### src/rtl/pipe_hazard_ctrl_pkg.sv
// Shared types and constants for the pipeline hazard controller.
// Latency: n/a (definitions only).
// Backpressure: n/a (definitions only).
// Contents: FSM state enum and encodings, ctrl-field bit indices, register-zero,
// and the packed per-cycle pipeline control word with its fixed decodes.
package pipe_ctrl_pkg;

    typedef enum logic [1:0] {
        RUN      = 2'd0,
        MEM_WAIT = 2'd1,
        HALT     = 2'd2
    } pipe_state_e;

    // Plain-vector copies of the state encodings for the registered FSM.
    localparam logic [1:0] ST_RUN      = RUN;
    localparam logic [1:0] ST_MEM_WAIT = MEM_WAIT;
    localparam logic [1:0] ST_HALT     = HALT;

    localparam int CTRL_REG_W = 2;
    localparam int CTRL_MEM_W = 1;
    localparam int CTRL_MEM_R = 0;

    localparam logic [4:0] REG_ZERO = 5'd0;

    localparam int WAIT_W = 8;

    typedef struct packed {
        logic pc_en;
        logic if_id_en;
        logic if_id_flush;
        logic id_ex_en;
        logic id_ex_flush;
        logic ex_mem_en;
        logic mem_wb_bubble;
    } pipe_ctl_t;

    // Everything held, bubble into WB, front-end contents kept.
    localparam pipe_ctl_t CTL_FREEZE = '{pc_en: 1'b0, if_id_en: 1'b0, if_id_flush: 1'b0,
                                         id_ex_en: 1'b0, id_ex_flush: 1'b0,
                                         ex_mem_en: 1'b0, mem_wb_bubble: 1'b1};

    // Reset: nothing loads, every stage register is forced to a NOP.
    localparam pipe_ctl_t CTL_RESET  = '{pc_en: 1'b0, if_id_en: 1'b0, if_id_flush: 1'b1,
                                         id_ex_en: 1'b0, id_ex_flush: 1'b1,
                                         ex_mem_en: 1'b0, mem_wb_bubble: 1'b1};

    // Free-running decode once no memory stall is pending.
    // Branch wins over load-use because the ID instruction is squashed anyway.
    function automatic pipe_ctl_t run_decode(input logic branch_taken, input logic load_use);
        pipe_ctl_t c;
        c = '{pc_en: 1'b1, if_id_en: 1'b1, if_id_flush: 1'b0,
              id_ex_en: 1'b1, id_ex_flush: 1'b0,
              ex_mem_en: 1'b1, mem_wb_bubble: 1'b0};
        if (branch_taken) begin
            c.if_id_flush = 1'b1;
            c.id_ex_flush = 1'b1;
        end else if (load_use) begin
            c.pc_en       = 1'b0;
            c.if_id_en    = 1'b0;
            c.id_ex_flush = 1'b1;
        end
        return c;
    endfunction

endpackage

### src/rtl/pipe_hazard_ctrl_if.sv
// Bundle between the hazard controller and the pipeline datapath.
// Latency: wires only.
// Backpressure: n/a; stalls are expressed through the enable/flush signals themselves.
// master = hazard controller (hazard info in, stage controls out); slave = datapath.
// With HAZ_PERF_CNT_EN defined the bundle also carries stall_cycles, flush_count, loaduse_count.
interface pipe_hazard_ctrl_if;

    logic [4:0]  id_rs_addr;
    logic [4:0]  id_rt_addr;
    logic        id_uses_rs;
    logic        id_uses_rt;
    logic [2:0]  ex_ctrl;
    logic [4:0]  ex_rd_addr;
    logic [2:0]  mem_ctrl;
    logic        ex_branch_taken;
    logic        dmem_ready;

    logic        pc_en;
    logic        if_id_en;
    logic        if_id_flush;
    logic        id_ex_en;
    logic        id_ex_flush;
    logic        ex_mem_en;
    logic        mem_wb_bubble;
    logic        mem_timeout;
    logic [1:0]  state;
`ifdef HAZ_PERF_CNT_EN
    logic [31:0] stall_cycles;
    logic [31:0] flush_count;
    logic [15:0] loaduse_count;
`endif

    modport master (
        input  id_rs_addr, id_rt_addr, id_uses_rs, id_uses_rt,
        input  ex_ctrl, ex_rd_addr, mem_ctrl, ex_branch_taken, dmem_ready,
        output pc_en, if_id_en, if_id_flush, id_ex_en, id_ex_flush,
        output ex_mem_en, mem_wb_bubble, mem_timeout, state
`ifdef HAZ_PERF_CNT_EN
        , output stall_cycles, flush_count, loaduse_count
`endif
    );

    modport slave (
        output id_rs_addr, id_rt_addr, id_uses_rs, id_uses_rt,
        output ex_ctrl, ex_rd_addr, mem_ctrl, ex_branch_taken, dmem_ready,
        input  pc_en, if_id_en, if_id_flush, id_ex_en, id_ex_flush,
        input  ex_mem_en, mem_wb_bubble, mem_timeout, state
`ifdef HAZ_PERF_CNT_EN
        , input stall_cycles, flush_count, loaduse_count
`endif
    );

endinterface

### src/rtl/pipe_hazard_ctrl_wait_timer.sv
// Counts consecutive data-memory not-ready cycles for the hazard controller.
// Latency: count updates on the next rising edge; expired is combinational from the count.
// Backpressure: none; clr has priority over inc.
// Ports: clk, rst (async active-high), clr, inc, expired (count == MAX_WAIT-1).
module pipe_wait_timer
    import pipe_ctrl_pkg::*;
#(
    parameter int MAX_WAIT = 8
) (
    input  logic clk,
    input  logic rst,
    input  logic clr,
    input  logic inc,
    output logic expired
);

    logic [WAIT_W-1:0] wait_cnt;

    always_ff @(posedge clk or posedge rst) begin
        if (rst) begin
            wait_cnt <= '0;
        end else if (clr) begin
            wait_cnt <= '0;
        end else if (inc) begin
            wait_cnt <= wait_cnt + 1'b1;
        end
    end

    assign expired = (wait_cnt == WAIT_W'(MAX_WAIT - 1));

endmodule

### src/rtl/pipe_hazard_ctrl.sv
// Stall/flush sequencer for a 5-stage pipeline: load-use, taken branch, dmem wait, timeout HALT.
// Latency: controls are a combinational decode of state + inputs; state changes at the next edge.
// Backpressure: dmem not-ready freezes PC..EX/MEM and bubbles MEM/WB; MAX_WAIT misses -> sticky HALT.
// Ports: clk, rst (async active-high), bus (pipe_hazard_ctrl_if.master).
// Optional HAZ_PERF_CNT_EN adds saturating stall_cycles / flush_count / loaduse_count on bus.
module pipe_hazard_ctrl
    import pipe_ctrl_pkg::*;
#(
    parameter int MAX_WAIT = 8
) (
    input  logic                clk,
    input  logic                rst,
    pipe_hazard_ctrl_if.master  bus
);

    logic [1:0] state_q;
    logic [1:0] state_d;
    pipe_ctl_t  ctl;
    logic       memreq;
    logic       mem_stall;
    logic       mem_done;
    logic       load_use;
    logic       lu_act;
    logic       timer_clr;
    logic       timer_inc;
    logic       timer_expired;

    assign memreq    = bus.mem_ctrl[CTRL_MEM_W] | bus.mem_ctrl[CTRL_MEM_R];
    assign mem_stall = memreq & ~bus.dmem_ready;
    // A request vanishing while frozen is treated as completion so we can never hang on it.
    assign mem_done  = bus.dmem_ready | ~memreq;

    assign load_use = bus.ex_ctrl[CTRL_MEM_R] & (bus.ex_rd_addr != REG_ZERO) &
                      ((bus.id_uses_rs & (bus.id_rs_addr == bus.ex_rd_addr)) |
                       (bus.id_uses_rt & (bus.id_rt_addr == bus.ex_rd_addr)));

    pipe_wait_timer #(
        .MAX_WAIT (MAX_WAIT)
    ) u_wait_timer (
        .clk     (clk),
        .rst     (rst),
        .clr     (timer_clr),
        .inc     (timer_inc),
        .expired (timer_expired)
    );

    always_comb begin
        state_d   = state_q;
        ctl       = CTL_FREEZE;
        timer_clr = 1'b0;
        timer_inc = 1'b0;
        lu_act    = 1'b0;
        if (rst) begin
            state_d = ST_RUN;
            ctl     = CTL_RESET;
        end else begin
            case (state_q)
                ST_RUN: begin
                    if (mem_stall) begin
                        // Counter is 0 in RUN, so this lands it at 1: the first miss counts.
                        state_d   = ST_MEM_WAIT;
                        timer_inc = 1'b1;
                    end else begin
                        ctl    = run_decode(bus.ex_branch_taken, load_use);
                        lu_act = load_use & ~bus.ex_branch_taken;
                    end
                end
                ST_MEM_WAIT: begin
                    if (!mem_done) begin
                        if (timer_expired) begin
                            state_d = ST_HALT;
                        end else begin
                            timer_inc = 1'b1;
                        end
                    end else begin
                        // Release cycle: the branch/load-use held in EX/ID acts right now.
                        ctl       = run_decode(bus.ex_branch_taken, load_use);
                        lu_act    = load_use & ~bus.ex_branch_taken;
                        state_d   = ST_RUN;
                        timer_clr = 1'b1;
                    end
                end
                default: begin
                    // HALT, and the unused encoding 3 behaves the same.
                    state_d = ST_HALT;
                    ctl     = CTL_FREEZE;
                end
            endcase
        end
    end

    always_ff @(posedge clk or posedge rst) begin
        if (rst) begin
            state_q <= ST_RUN;
        end else begin
            state_q <= state_d;
        end
    end

    assign bus.pc_en         = ctl.pc_en;
    assign bus.if_id_en      = ctl.if_id_en;
    assign bus.if_id_flush   = ctl.if_id_flush;
    assign bus.id_ex_en      = ctl.id_ex_en;
    assign bus.id_ex_flush   = ctl.id_ex_flush;
    assign bus.ex_mem_en     = ctl.ex_mem_en;
    assign bus.mem_wb_bubble = ctl.mem_wb_bubble;
    assign bus.mem_timeout   = ~rst & ((state_q == ST_HALT) | (state_q == 2'd3));
    assign bus.state         = state_q;

`ifdef HAZ_PERF_CNT_EN
    logic [31:0] stall_cycles_q;
    logic [31:0] flush_count_q;
    logic [15:0] loaduse_count_q;

    always_ff @(posedge clk or posedge rst) begin
        if (rst) begin
            stall_cycles_q  <= '0;
            flush_count_q   <= '0;
            loaduse_count_q <= '0;
        end else begin
            if (!ctl.pc_en && (stall_cycles_q != '1)) begin
                stall_cycles_q <= stall_cycles_q + 1'b1;
            end
            if (ctl.if_id_flush && (flush_count_q != '1)) begin
                flush_count_q <= flush_count_q + 1'b1;
            end
            if (lu_act && (loaduse_count_q != '1)) begin
                loaduse_count_q <= loaduse_count_q + 1'b1;
            end
        end
    end

    assign bus.stall_cycles  = stall_cycles_q;
    assign bus.flush_count   = flush_count_q;
    assign bus.loaduse_count = loaduse_count_q;
`endif

endmodule

### src/flat_wrapper.sv
// flat-port wrapper written by rule: the top's interface ports become plain ports
module pipe_hazard_ctrl_flat import pipe_ctrl_pkg::*;
#(
    parameter int MAX_WAIT = 8
)
  (clk, rst, bus_id_rs_addr, bus_id_rt_addr, bus_id_uses_rs, bus_id_uses_rt, bus_ex_ctrl, bus_ex_rd_addr, bus_mem_ctrl, bus_ex_branch_taken, bus_dmem_ready, bus_pc_en, bus_if_id_en, bus_if_id_flush, bus_id_ex_en, bus_id_ex_flush, bus_ex_mem_en, bus_mem_wb_bubble, bus_mem_timeout, bus_state);
  pipe_hazard_ctrl_if bus_i ();
  input  logic clk;
  input  logic rst;
  input wire logic [$bits(bus_i.id_rs_addr)-1:0] bus_id_rs_addr;
  input wire logic [$bits(bus_i.id_rt_addr)-1:0] bus_id_rt_addr;
  input wire logic [$bits(bus_i.id_uses_rs)-1:0] bus_id_uses_rs;
  input wire logic [$bits(bus_i.id_uses_rt)-1:0] bus_id_uses_rt;
  input wire logic [$bits(bus_i.ex_ctrl)-1:0] bus_ex_ctrl;
  input wire logic [$bits(bus_i.ex_rd_addr)-1:0] bus_ex_rd_addr;
  input wire logic [$bits(bus_i.mem_ctrl)-1:0] bus_mem_ctrl;
  input wire logic [$bits(bus_i.ex_branch_taken)-1:0] bus_ex_branch_taken;
  input wire logic [$bits(bus_i.dmem_ready)-1:0] bus_dmem_ready;
  output wire logic [$bits(bus_i.pc_en)-1:0] bus_pc_en;
  output wire logic [$bits(bus_i.if_id_en)-1:0] bus_if_id_en;
  output wire logic [$bits(bus_i.if_id_flush)-1:0] bus_if_id_flush;
  output wire logic [$bits(bus_i.id_ex_en)-1:0] bus_id_ex_en;
  output wire logic [$bits(bus_i.id_ex_flush)-1:0] bus_id_ex_flush;
  output wire logic [$bits(bus_i.ex_mem_en)-1:0] bus_ex_mem_en;
  output wire logic [$bits(bus_i.mem_wb_bubble)-1:0] bus_mem_wb_bubble;
  output wire logic [$bits(bus_i.mem_timeout)-1:0] bus_mem_timeout;
  output wire logic [$bits(bus_i.state)-1:0] bus_state;
  assign bus_i.id_rs_addr = bus_id_rs_addr;
  assign bus_i.id_rt_addr = bus_id_rt_addr;
  assign bus_i.id_uses_rs = bus_id_uses_rs;
  assign bus_i.id_uses_rt = bus_id_uses_rt;
  assign bus_i.ex_ctrl = bus_ex_ctrl;
  assign bus_i.ex_rd_addr = bus_ex_rd_addr;
  assign bus_i.mem_ctrl = bus_mem_ctrl;
  assign bus_i.ex_branch_taken = bus_ex_branch_taken;
  assign bus_i.dmem_ready = bus_dmem_ready;
  assign bus_pc_en = bus_i.pc_en;
  assign bus_if_id_en = bus_i.if_id_en;
  assign bus_if_id_flush = bus_i.if_id_flush;
  assign bus_id_ex_en = bus_i.id_ex_en;
  assign bus_id_ex_flush = bus_i.id_ex_flush;
  assign bus_ex_mem_en = bus_i.ex_mem_en;
  assign bus_mem_wb_bubble = bus_i.mem_wb_bubble;
  assign bus_mem_timeout = bus_i.mem_timeout;
  assign bus_state = bus_i.state;
  pipe_hazard_ctrl #(.MAX_WAIT(MAX_WAIT)) u_core (.clk(clk), .rst(rst), .bus(bus_i));
endmodule
### config.mk
export PLATFORM = sky130hd
export DESIGN_NAME = pipe_hazard_ctrl_flat
export DESIGN_NICKNAME = d
export VERILOG_FILES = /design/src/rtl/pipe_hazard_ctrl_pkg.sv /design/src/rtl/pipe_hazard_ctrl_if.sv /design/src/rtl/pipe_hazard_ctrl_wait_timer.sv /design/src/rtl/pipe_hazard_ctrl.sv /design/src/flat_wrapper.sv
export SDC_FILE = /design/constraint.sdc
export NUM_CORES = 1
export LEC_CHECK = 0
export ABC_AREA = 1
export BUFFER_PORTS_ARGS = -buffer_cell sky130_fd_sc_hd__buf_2
export CORE_ASPECT_RATIO = 1.1
export CORE_UTILIZATION = 51
export CTS_CLUSTER_DIAMETER = 40
export DETAILED_ROUTE_END_ITERATION = 6
export PLACE_DENSITY = 0.84
export SYNTH_ARGS = -nofsm -noshare
export SYNTH_HDL_FRONTEND = slang
export SYNTH_SLANG_ARGS = --single-unit
### constraint.sdc
create_clock -name clk -period 2.45 [get_ports clk]
set_input_delay 0.245 -clock clk [delete_from_list [all_inputs] [get_ports clk]]
set_output_delay 0.245 -clock clk [all_outputs]
set_load 0.01 [all_outputs]
==> summary.txt, run 1 <==
Clocking
  – CTS buffer count: 3
  – Root buffer cell: clkbuf_4
  – Clk sinks: 10
  – CTS tree: yes
  – Clk_lat worst skew: 0.27 ns
  – H-Tree Depth: 1
  – Post-cts sizing count: 0
  – Max Root-Sink Buffers: 2
  – Hold buffer count at CTS: 1
  – Post-CTS setup buffer count: 0
  – Clock Pin Slew Worst Setup and Hold Paths: 0.07 ns

Yosys
  – Seq/Total Area, Yosys: 27.9%
  – YS warnings: 0
  – Share of the synthesized area in the top cell type: 27.9%
  – Synth Register Bits: 10
  – Netlist cell types: 22
  – Largest area contributor in the netlist: dfrtp_1
  – Mapped cell area: 897 um^2
  – Synthesized area per cell: 6.19 um^2
  – Post-synthesis cell count: 145
  – Synth Net Count: 173
  – Area contributors post-synth: dfrtp_1, nand2_1, nand3_1

Detailed routing
  – DR WL/cell: 9.79 um
  – Drt drc: 0
  – Final ANT Viol Nets: 0
  – Drt total wl: 1930 um
  – Via density: 5.06
  – DRT Pass-1 Iters: 4
  – 1st-iter DRT viols: 17
  – Routed vias: 996

GRT
  – Largest net degree at the start of global routing: 14
  – Global route hottest layer: met2
  – First-pass GRT wire length: 3180 um
  – GRT Resource Usage Total: 21.3%
  – Met1 Use GR: 25.9%
  – M2 GR Usage: 38.1%
  – Number of global-route vias before repair: 857
  – Gr ovfl total: 0
  – Met3 GRT Util: 1.19%
  – Initial antenna violation count: 0

Worst setup path
  – Slowest stage delay, CP: 0.53 ns
  – Critical Path RT: 2.65 ns
  – Critical path class: in2reg
  – CP max-delay cell: dlygate4sd3_1
  – Crit. End Element: flop
  – Max Fanout on Critical Path: 13
  – Startpoint Class: input pin
  – Family with the most delay on the worst path: buffers and inverters
  – Worst-path cell chain: dlygate4sd3_1, buf_2, inv_2, nand3_2, nor2_2, nor2_4, nand2_2, nand3_1, o21ai_2
  – Critical Path AT: 1.97 ns
  – CP bufs+invs: 3

Die
  – Ports: 37
  – Die height: 46.0 um
  – Die W: 42.0 um
  – Core footprint: 0.00161 mm^2
  – Initial Utilization: 55.6%
  – DIE AREA: 0.00193 mm^2
  – Rows: 15

Timing
  – Slew Viols, Final: 0
  – RSZ-0062 raised after global routing: no
  – Tmin final: 1.77 ns
  – F_max: 565 MHz
  – Headroom to the max-slew limit: 83.5%
  – Final setup violating endpoints: 0
  – Setup TNS: 0 ns
  – Setup slack after layout: 0.680 ns
  – Final Hold Viols: 0
  – Fin crit share: 72.2%
  – Slew @ Worst Pin: 0.247 ns
  – Final Skew: 0.00136 ns

Layout
  – Layout Utilization: 68.4%
  – Fin cells: 197
  – Final Net Count: 209
  – ANT cells: 0
  – Area Growth Syn to Fin: 23.0%
  – Fill cells: 148
  – Layout cells sized above 1: 25.6%

Placed design
  – Cells after DPL: 192
  – Final GP Congestion: 0.790
  – Pre-CTS setup slack: 0.891 ns
  – Buffers on Ports: 33
  – Detailed Place HPWL: 1560 um

Job
  – Max-cap viol count: 0

Min path
  – Min-delay worst type: in2reg

Pwr
  – Leak pwr: 0.673 nW
  – Power density cells: 587 mW/mm^2
  – Final total power: 0.648 mW
  – Peak supply drop: 0.000336 V

Status
  – Status: complete, no violations
[logic make-up (layout without fill, tap and decap cells)]
logic type / Yosys count / count (layout) / synth area share (%)
simple gates: 91 / 91 / 43.9
xor+xnor: 5 / 5 / 4.88
buf+inv: 29 / 64 / 13.8
flops: 10 / 10 / 27.9
compound gates: 9 / 9 / 8.09
fa+ha+maj: 1 / 1 / 1.39
[path summary, 6_finish.rpt]
| check | slack, ns | depth (start not counted) | to | from |
|---|---|---|---|---|
| worst max-delay path | 0.68 | 9 | u_core.u_wait_timer.wait_cnt[7] | rst |
| worst min-delay path | 0.31 | 3 | u_core.bus.state[0] | bus_dmem_ready |
| worst max register to register | 0.86 | 6 | u_core.u_wait_timer.wait_cnt[7] | u_core.u_wait_timer.wait_cnt[0] |
| worst min register to register | 0.55 | 2 | u_core.u_wait_timer.wait_cnt[1] | u_core.u_wait_timer.wait_cnt[1] |
| max in group asynchronous | 1.77 | 3 | u_core.u_wait_timer.wait_cnt[4] | rst |
| min in group asynchronous | 0.48 | 3 | u_core.u_wait_timer.wait_cnt[7] | rst |
[stage by stage]
step                      hold slack, ns  instance area (um^2)
after global placement             0.224                  1060
after global routing               0.333                  1100
final                              0.312                  1100
after detailed placement           0.227                  1060
after CTS                          0.314                  1100
after floorplan                   0.0473                   897
[state kept, by name, indices dropped and copies added (netlist names)]
name / cells
u_core.u_wait_timer.wait_cnt: 8
u_core.bus.state: 2
[layer usage]
layer	wire, um	share of wire [%]
met2	933	48
met5	0	0
met4	25	1.3
met1	871	45
met3	97	5.0
[tightest hold or removal path: cells and delay by family]
kind / cells / cell delay [ns]
compound gates: 2 / 0.22
buf+inv: 1 / 0.08
[cell usage in the layout (no fill, tap or decap)]
| master | netlist | layout |
|---|---|---|
| nand3_2 | 1 | 1 |
| o21ai_0 | 3 | 3 |
| nand3_1 | 21 | 21 |
| o21bai_2 | 1 | 1 |
| nor2_2 | 2 | 2 |
| o21ai_1 | 2 | 2 |
| inv_1 | 24 | 24 |
| nor2_1 | 22 | 22 |
| o21ai_2 | 1 | 1 |
| xor2_1 | 5 | 5 |
| nand2_2 | 1 | 1 |
| nand2_1 | 41 | 41 |
| ha_1 | 1 | 1 |
| nor2_4 | 1 | 1 |
| o2111a_1 | 1 | 1 |
| o21ai_4 | 1 | 1 |
| clkbuf_8 | 0 | 1 |
| inv_2 | 1 | 1 |
| dlygate4sd3_1 | 0 | 1 |
| nand4_1 | 2 | 2 |
| clkbuf_4 | 0 | 3 |
| dfrtp_1 | 10 | 10 |
| buf_2 | 0 | 33 |
| clkinv_1 | 1 | 1 |
[power by group]
group,switching [mW],internal (mW)
sequential,0.0428,0.211
combinational,0.141,0.0979
clock,0.0643,0.0905
total,0.248,0.400
[synth_stat cells]
library cell,instances
nand2_1,41
inv_1,24
nor2_1,22
nand3_1,21
dfrtp_1,10
xor2_1,5
o21ai_0,3
buf_4,2
nand4_1,2
nor2_2,2
o21ai_1,2
buf_6,1
clkinv_1,1
ha_1,1
inv_2,1
nand2_2,1
nand3_2,1
nor2_4,1
o2111a_1,1
o21ai_2,1
o21ai_4,1
o21bai_2,1
[area by class of cell]
class	instances	area [um^2]	share of cell area, %
sequential	10	250	22.7
multi-input combinational	106	523	47.4
clock buffer	4	36.3	3.29
inverter	26	97.6	8.84
timing repair buffer	34	175	15.9
tap	17	21.3	1.93
Power figures use the tool's default switching activity.
==> inputs of run 2 (changes only) <==
- CORE_UTILIZATION: 51 -> 42
- PLACE_DENSITY: 0.84 -> 0.74
- clock period: 2.45 -> 1.5 ns (I/O delays scaled with it)
==> run 2 against run 1 <==
- register-to-register slack lost 0.73 ns
- global-route usage decreased by 0.95 points
- combinational power rose by 69%
- clock skew grew 0.0052 ns
- non-clock buffer count grew 3
- cell area is 4.4% higher
- first-iteration DRC count is 29% lower
- wire length grew 7.0%
- power grew 54%
- utilization fell by 11 points
- die area up 20%
- sequential power rose by 63%
- critical path type is now reg2out
- critical endpoint is now bus_if_id_en
==> summary.txt, run 2 (synthesis gave the netlist of run 1 again) <==
Status
  – Status: complete, no violations

Layout
  – Layout cells sized above 1: 28.0%
  – Fin cells: 210
  – ANT cells: 0
  – Commonest non-fill, non-tap cells in the layout: nand2_1, buf_2, inv_1
  – Final Net Count: 212
  – Largest register FFs: 8
  – Fill cells: 209
  – Layout Utilization: 57.6%
  – Area Growth Syn to Fin: 28.5%
  – Most flops, register: u_core.u_wait_timer.wait_cnt
  – Final instance area: 0.00115 mm^2
  – Commonest non-fill, non-tap cell in the layout: nand2_1

Pwr
  – Share of power burned in registers: 41.5%
  – Leak pwr: 0.679 nW
  – Power density cells: 867 mW/mm^2
  – Combinational power share: 40.5%
  – Internal power: 0.610 mW
  – Switching Share: 39.0%
  – Peak supply drop: 0.000623 V
  – Total net switching power: 0.390 mW
  – Clock share of power: 17.9%

Worst setup path
  – Worst R2R Start: u_core.u_wait_timer.wait_cnt[0]
  – Startpoint Class: flop
  – Critical Path RT: 1.35 ns
  – Critical Path AT: 1.26 ns
  – Worst reg-to-reg setup slack: 0.13 ns
  – Worst r2r dst: u_core.u_wait_timer.wait_cnt[7]
  – Max Fanout on Critical Path: 5
  – CP max-delay cell: dfrtp_2
  – Critical path class: reg2out
  – Worst r2r path cells: 6
  – Worst-path cell chain: nor2_4, inv_1, nor2_4, nand2_1, inv_1, buf_2
  – Slowest stage delay, CP: 0.44 ns
  – Crit. End Element: output port

Placed design
  – Cells after DPL: 205
  – Buffers on Ports: 33
  – Detailed Place HPWL: 1670 um
  – Final GP Congestion: 0.804
  – Post-DP Area: 0.00109 mm^2

Min path
  – Min-delay worst type: in2reg
  – Hold Path Depth: 3
  – HP Start: bus_dmem_ready
  – Hold EP: u_core.bus.state[0]

Clocking
  – CTS tree: yes
  – Max Root-Sink Buffers: 2
  – Root buffer cell: clkbuf_4
  – CTS buffer count: 3
  – Clk_lat worst skew: 0.27 ns
  – H-Tree Depth: 1
  – Clk sinks: 10
  – Clock Pin Slew Worst Setup and Hold Paths: 0.06 ns

GRT
  – Gr ovfl total: 0
  – First-pass GRT wire length: 3420 um
  – Initial antenna violation count: 0
  – Number of global-route vias before repair: 833
  – Largest net degree at the start of global routing: 12
  – GRT Resource Usage Total: 20.4%

Timing
  – Final Hold Viols: 0
  – Tmin final: 1.41 ns
  – Slew Viols, Final: 0
  – Setup TNS: 0 ns
  – Slew @ Worst Pin: 0.330 ns
  – Final Skew: 0.00661 ns
  – RSZ-0062 raised after global routing: no
  – F_max: 711 MHz
  – Fin crit share: 93.7%
  – Headroom to the max-slew limit: 77.9%
  – Final setup violating endpoints: 0

Job
  – Max-cap viol count: 0

Detailed routing
  – 1st-iter DRT viols: 12
  – Drt total wl: 2060 um
  – Final ANT Viol Nets: 0
  – Via density: 4.69
  – Routed vias: 984
  – DRT Pass-1 Iters: 4
  – Drt drc: 0
  – DR WL/cell: 9.82 um

Die
  – Die height: 50.5 um
  – DIE AREA: 0.00232 mm^2
  – Rows: 17
  – Initial Utilization: 44.9%
  – Ports: 37
  – Die W: 46.1 um
  – Core footprint: 0.00200 mm^2
## run 2: cell types whose count changed in the layout (fill, tap and decap cells not counted)
cell / before / now
nand2_2: 1 / 0
ha_1: 1 / 0
nor2_1: 22 / 20
dlygate4sd3_1: 1 / 2
dfrtp_1: 10 / 9
clkbuf_8: 1 / 0
ha_2: 0 / 1
dfrtp_2: 0 / 1
buf_4: 0 / 2
nand2_4: 0 / 1
nor2_4: 1 / 3
## run 2: per-stage QoR
stage	hold WS (ns)	worst slack (ns)	power (mW)
2_1_floorplan	-0.0477	0.102	0.700
3_5_place_dp	0.0817	0.0798	0.808
4_1_cts	0.251	0.00829	0.996
5_1_grt	0.255	0.00474	1.09
3_3_place_gp	0.0809	0.144	0.787
6_report	0.242	0.0944	1.00
## run 2: critical path: cells and delay by family (launching register included)
kind	cells	cell delay (ns)
buf+inv	3	0.26
flops	1	0.44
simple gates	3	0.28
## run 2: power by group through the flow
| stage | Sequential, mW | Combinational (mW) | Clock [mW] |
|---|---|---|---|
| after floorplan | 0.403 | 0.296 | 0 |
| after global placement | 0.411 | 0.376 | 0 |
| after detailed placement | 0.417 | 0.391 | 0 |
| after CTS | 0.414 | 0.398 | 0.184 |
| after global routing | 0.430 | 0.463 | 0.198 |
| final | 0.415 | 0.405 | 0.179 |
## run 2: worst max path at each step
stage / start / to / slack, ns
after floorplan: u_core.bus.state[1] / bus_pc_en / 0.10
after global placement: u_core.u_wait_timer.wait_cnt[0] / u_core.u_wait_timer.wait_cnt[7] / 0.14
after detailed placement: u_core.u_wait_timer.wait_cnt[0] / u_core.u_wait_timer.wait_cnt[7] / 0.08
after CTS: u_core.bus.state[1] / bus_if_id_en / 0.008
after global routing: u_core.bus.state[1] / bus_if_id_en / 0.005
final: u_core.bus.state[1] / bus_if_id_en / 0.09
## run 2: cell type report
class / count / area [um^2] / area share (%)
clock buffers: 3 / 22.5 / 1.95
repair buffers: 37 / 200 / 17.4
inverters: 26 / 97.6 / 8.47
well taps: 28 / 35.0 / 3.04
flip-flops and latches: 10 / 251 / 21.8
multi-input cells: 106 / 546 / 47.3
## run 2: timing repair
item | 4_1_cts | 5_1_grt
gates resized for setup | 2 | 5
endpoints found under the hold margin | 4 | 0
cloned | 0 | 0
endpoints found under the setup margin | 5 | 14
hold buffers | 2 | 0
buffers inserted | 0 | 0
pin swaps | 0 | 1
## run 2: layer usage
layer  wire (um)  share of wire [%]  up-vias  track usage [%]
li1            -                  -      522                -
met1         893                 43      433             23.4
met2        1030                 50       24             35.0
met3         108                5.2        5             5.40
met4          28                1.4        0             7.35
met5           0                  0        -                0
